[src/rtl/mem_arbiter.sv]
// Two-port (instruction read / data read-write) arbiter onto one shared memory.
// Define ARB_RR_EN for round-robin tie-breaking; the default build uses fixed D priority.
module mem_arbiter #(
  parameter int DATA_W = 16
) (
  input  logic              clk,
  input  logic              rst_n,
  input  logic              ireq,
  input  logic [DATA_W-1:0] iaddr,
  output logic              iack,
  output logic [DATA_W-1:0] irdata,
  input  logic              dreq,
  input  logic              dwe,
  input  logic [DATA_W-1:0] daddr,
  input  logic [DATA_W-1:0] dwdata,
  output logic              dack,
  output logic [DATA_W-1:0] drdata,
  output logic [DATA_W-1:0] maddr,
  output logic [DATA_W-1:0] mwdata,
  output logic              mwe,
  input  logic [DATA_W-1:0] mrdata
);

  // state | meaning
  // IDLE  | no access this cycle
  // GNT_I | instruction read on the memory, iack high
  // GNT_D | data read or write on the memory, dack high
  localparam logic [1:0] IDLE  = 2'd0;
  localparam logic [1:0] GNT_I = 2'd1;
  localparam logic [1:0] GNT_D = 2'd2;

  logic [1:0] state;
  logic [1:0] state_nxt;
  logic       elig_i;
  logic       elig_d;
  logic       gnt_i;
  logic       gnt_d;

  // the port being served this cycle may not win the next slot
  assign elig_i = ireq && (state != GNT_I);
  assign elig_d = dreq && (state != GNT_D);

`ifdef ARB_RR_EN
  logic last_d;

  // ties go to whichever port was not granted most recently
  assign gnt_d = elig_d && (!elig_i || !last_d);

  always_ff @(posedge clk) begin
    if (!rst_n) begin
      last_d <= 1'b0;
    end else if (gnt_i || gnt_d) begin
      last_d <= gnt_d;
    end
  end
`else
  assign gnt_d = elig_d;
`endif

  assign gnt_i = elig_i && !gnt_d;

  always_comb begin
    state_nxt = IDLE;
    if (gnt_d) begin
      state_nxt = GNT_D;
    end else if (gnt_i) begin
      state_nxt = GNT_I;
    end
  end

  always_ff @(posedge clk) begin
    if (!rst_n) begin
      state <= IDLE;
    end else begin
      state <= state_nxt;
    end
  end

  // memory-side registers depend only on requests, never on mrdata
  always_ff @(posedge clk) begin
    if (!rst_n) begin
      maddr  <= '0;
      mwdata <= '0;
      mwe    <= 1'b0;
    end else if (gnt_d) begin
      maddr  <= daddr;
      mwdata <= dwdata;
      mwe    <= dwe;
    end else if (gnt_i) begin
      maddr  <= iaddr;
      mwe    <= 1'b0;
    end else begin
      mwe    <= 1'b0;
    end
  end

  assign iack   = (state == GNT_I);
  assign dack   = (state == GNT_D);
  assign irdata = iack ? mrdata : '0;
  assign drdata = dack ? mrdata : '0;

endmodule
[config.mk]
export PLATFORM = sky130hd
export DESIGN_NAME = mem_arbiter
export DESIGN_NICKNAME = d
export VERILOG_FILES = /design/src/rtl/mem_arbiter.sv
export SDC_FILE = /design/constraint.sdc
export NUM_CORES = 1
export LEC_CHECK = 0
export ABC_AREA = 1
export BUFFER_PORTS_ARGS = -buffer_cell sky130_fd_sc_hd__buf_2
export CORE_ASPECT_RATIO = 0.9
export CORE_UTILIZATION = 41
export CTS_BUF_LIST = sky130_fd_sc_hd__clkbuf_16
export DETAILED_ROUTE_END_ITERATION = 12
export PLACE_DENSITY = 0.85
export SLEW_MARGIN = 20
export SYNTH_ARGS = -nofsm -noshare
export SYNTH_HDL_FRONTEND = slang
export SYNTH_SLANG_ARGS = --single-unit
export TNS_END_PERCENT = 1
[constraint.sdc]
create_clock -name clk -period 1.2 [get_ports clk]
set_input_delay 0 -clock clk [delete_from_list [all_inputs] [get_ports clk]]
set_output_delay 0 -clock clk [all_outputs]
set_load 0.01 [all_outputs]
---- Word level (Yosys, flattened, before mapping) ----
Cells that the tools add are included.
word-level totals
  register bits ........................... 35
  input bits .............................. 69
  logic and storage cells ................. 23
  output and inout port bits .............. 67
cells by class
  reductions and logical operators ........ 7
  eq/ne operators ......................... 4
  bitwise gates (word level) .............. 1
  multiplexer cells ....................... 6
operators with widths
  kind                                                              number
  16-bit two-way mux                                                4
  1-bit logical AND                                                 3
  2-bit by 1-bit == test with 1-bit output (second input constant)  1
  2-bit == test (second input constant)                             1
  2-bit two-way mux                                                 1
  2-bit by 1-bit != test with 1-bit output (second input constant)  1
  2-bit != test (second input constant)                             1
  2-bit AND reduction                                               1
  2-bit nonzero test                                                1
  2-bit OR reduction                                                1
  1-bit zero test                                                   1
  1-bit two-way mux                                                 1
  1-bit inverter                                                    1

---- Depth between registers and ports, before layout ----
  depth after elaboration ................. 6
  gate-level depth with buffers ........... 7
  mapped depth without buffers ............ 6

---- Worst setup path after synthesis ----
OpenSTA, ideal clock, no wires.
  path kind ............................... reg-to-reg
  start point ............................. register state[0]
  end point ............................... register mwdata[10]
  setup time .............................. 113 ps
  stages on the path, launching flop included .. 8
  required time ........................... 1087 ps
  path buffers ............................ 2
  data arrival time ....................... 967 ps
  setup slack ............................. 120 ps
  period minus slack after synthesis ...... 1080 ps
  cell sequence ........................... dfxtp_1 inv_2 nand2_4 nand2_4 buf_6 buf_6 nand3_1 nand2_1
on the way
  cells in the longest elaborated chain, start to end .. 2
ends and longest elaborated chain
  what                    line  source
  from (decl)             32    logic [1:0] state;
  from (signal assigned)  75    state <= state_nxt;
  2-bit != test           41    assign elig_d = dreq && (state != GNT_D);
  1-bit logical AND       41
  to (signal assigned)    87    mwdata <= dwdata;
  to (decl)               19    output logic [DATA_W-1:0] mwdata,
No other way between the ends.
A chain may end at the register's enable or synchronous reset.

---- Worst setup path after layout ----
  start point ............................. register state[0]
  end point ............................... output port irdata[1]
on the way
  cells in the longest elaborated chain, start to end .. 2
ends and longest elaborated chain
  what                                      line  source
  2-bit by 1-bit == test with 1-bit output  97    assign iack = (state == GNT_I);
  16-bit two-way mux                        99    assign irdata = iack ? mrdata : '0;
  to (decl)                                 11    output logic [DATA_W-1:0] irdata,
No other way between the ends.

==> summary.txt <==
Global route
  – Vias in the first global route: 2060
  – Largest net degree at the start of global routing: 19
  – Initial antenna violation count: 0
  – All-Layer GR Usage: 23.2%
  – GR Layer Usage met1: 26.8%
  – Routing usage on met2: 41.5%
  – Met3 usage: 6.20%
  – GR Overflow Total: 0
  – Gr busiest metal: met2
  – Global-route wire length before repair: 8.84 mm

Clock network
  – Worst-Skew Late Latency: 0.27 ns
  – CTS Buf Count: 5
  – Clk root buf: clkbuf_16
  – CTS tree: yes
  – CTS HTree Levels: 2
  – Total clock sinks: 35
  – Deepest clock path buffer count: 2
  – Clock transition at the registers of the reported paths: 0.05 ns

Pwr
  – Power Density: 1080 nW/um^2
  – Overall Power: 3.32 mW
  – Max IR drop VDD: 1.04 mV
  – Leakage: 1.84 nW

Die
  – Die area: 4930 sq um
  – Die Span X: 73.9 um
  – Core area: 4460 sq um
  – Initial Util: 42.8%
  – Ports: 136
  – Row count: 23
  – Die H: 66.7 um

Drt
  – Detailed Route WL: 5.70 mm
  – Pre-Repair DR Iteration Count: 4
  – Vias per cell: 4.50
  – 1st-iter DRT viols: 82
  – Routed len/inst: 11.5 um
  – Routed Antenna Nets: 0
  – DRC violations left: 0
  – Routed vias: 2228

Worst setup path
  – R2R depth: 7
  – Slowest stage delay, CP: 0.33 ns
  – Max FO, Critical Path: 17
  – CP endpoint kind: output pin
  – Crit. path cell count: 5
  – Worst path cell trace: buf_4 -> nand2_4 -> buf_12 -> nor2_1 -> buf_2
  – Startpoint types: flip-flop
  – Top delay family on crit path: buffers and inverters
  – Required time of the critical path: 1.20 ns
  – Count of buffer and inverter cells on the critical path: 3
  – Setup CP Type: reg -> out
  – CP max stage cell: dfxtp_2
  – WP data arrival: 1.17 ns

Timing
  – Min Clock Period, post-route: 1.17 ns
  – Hold Fails Final Rpt: 0
  – Clock Skew: 0.00301 ns
  – Slew HR: 75.2%
  – RSZ-0062 raised after global routing: true
  – Final setup margin: 0.0274 ns
  – Setup violators final: 0
  – F_max: 0.853 GHz
  – Least-Margin Pin Slew: 0.371 ns
  – Fin. max-slew vios: 0
  – Post-route clock period utilization: 97.7%

Final layout
  – Diode count: 0
  – Final layout net count: 501
  – Layout area overhead: 61.1%
  – Most frequent cells in the layout: 134 x buf_2, 54 x nand3_1, 52 x inv_1
  – Fill cell count: 374
  – Most common cell after layout, fill and taps aside: buf_2
  – Layout cells sized above 1: 45.5%

Synthesis
  – Sequential-to-total area share from yosys stat: 36.7%
  – Flops & latches, synth: 35
  – Synth warn: 0
  – Synthesized Nets: 345
  – Synthesized cell area: 1910 sq um
  – Syn Area/Cell: 6.92 sq um
  – Post-Syn Instances: 276
  – Unique masters post-synth: 16

Place
  – Post-place setup slack: 0.0112 ns
  – Final GP Congestion: 0.758
  – Post-DP HPWL: 4.12 mm
  – IO buf count: 135

Status
  – Outcome: complete, no violations

Hold path
  – Hold Path Cell Cnt: 3
  – Worst min-delay path class: in -> reg

Job
  – Max-cap check violation count: 0
layout make-up:
class                           count  area [sq um]  share of cell area [%]
Clock buffer                        5           125                    4.07
Clock inverter                      3          16.3                   0.529
Inverter                           55           210                    6.83
Multi-Input combinational cell    169           931                    30.3
Sequential cell                    35           706                    22.9
Tap cell                           62          77.6                    2.52
Timing Repair Buffer              166          1010                    32.8
registers in the layout (all words and copies together), names as in the netlist:
| name | cells |
|---|---|
| maddr | 16 |
| mwe | 1 |
| mwdata | 16 |
| state | 2 |
stage by stage:
step           std cells  hold slack, ns  TNS (ns)  util, %  cell area (sq um)
4_1_cts              494          0.0381         0     67.1               2990
5_1_grt              495          0.0546    -0.116     68.9               3080
3_3_place_gp         468           0.187         0     59.6               2660
2_1_floorplan        276           0.103         0        -               1910
6_report             495          0.0392         0     68.9               3080
3_5_place_dp         468           0.190         0     59.6               2660
cells by family (layout without fill, tap and decap cells):
family                 count (synthesis)  in the layout  synth area share [%]
AO/OA/AOI/OAI                         16             16                  6.16
buffers and inverters                 72            229                  17.0
flip-flops                            35             35                  36.7
AND/OR/NAND/NOR                      153            153                  40.1
report_power, final:
group	switching (mW)	internal, mW	total (mW)	leakage (nW)
Sequential	0.0482	1.25	1.30	0.290
Clock	0.451	0.756	1.21	0.0710
Combinational	0.433	0.378	0.812	1.48
worst paths after layout:
path	start	end	slack [ns]
max reg2reg	state[0]	mwdata[12]	0.09
min reg2reg	mwdata[12]	mwdata[12]	0.47
max	state[0]	irdata[1]	0.03
min	ireq	state[0]	0.04
cells in the mapped netlist (all sizes together):
cell type  instances  area, sq um
nand3             65          380
dfxtp             35          701
nand2             54          258
inv               55          206
a21oi             16          118
buf               17          119
nor2              34          128
metal layers:
metal | wire length (um) | vias to the layer above | part of all wire (%)
met2 | 2970 | 73 | 52
li1 | - | 1156 | -
met1 | 2340 | 997 | 41
met3 | 378 | 2 | 6.6
met4 | 9 | 0 | 0.16
met5 | 0 | - | 0
worst min-delay path: stages:
cell	delay [ns]
buf_2	0.13
nand2_8	0.10
nor2_1	0.05
repair_timing:
item                                   in CTS  in global routing
endpoints found under the hold margin      18                  0
resized for setup                           5                 19
setup endpoints to repair                  27                 38
setup buffers                               0                  1
hold buffers                               18                  0
pin swaps                                   0                  1
Note: power is estimated with default switching activity, not from simulation.
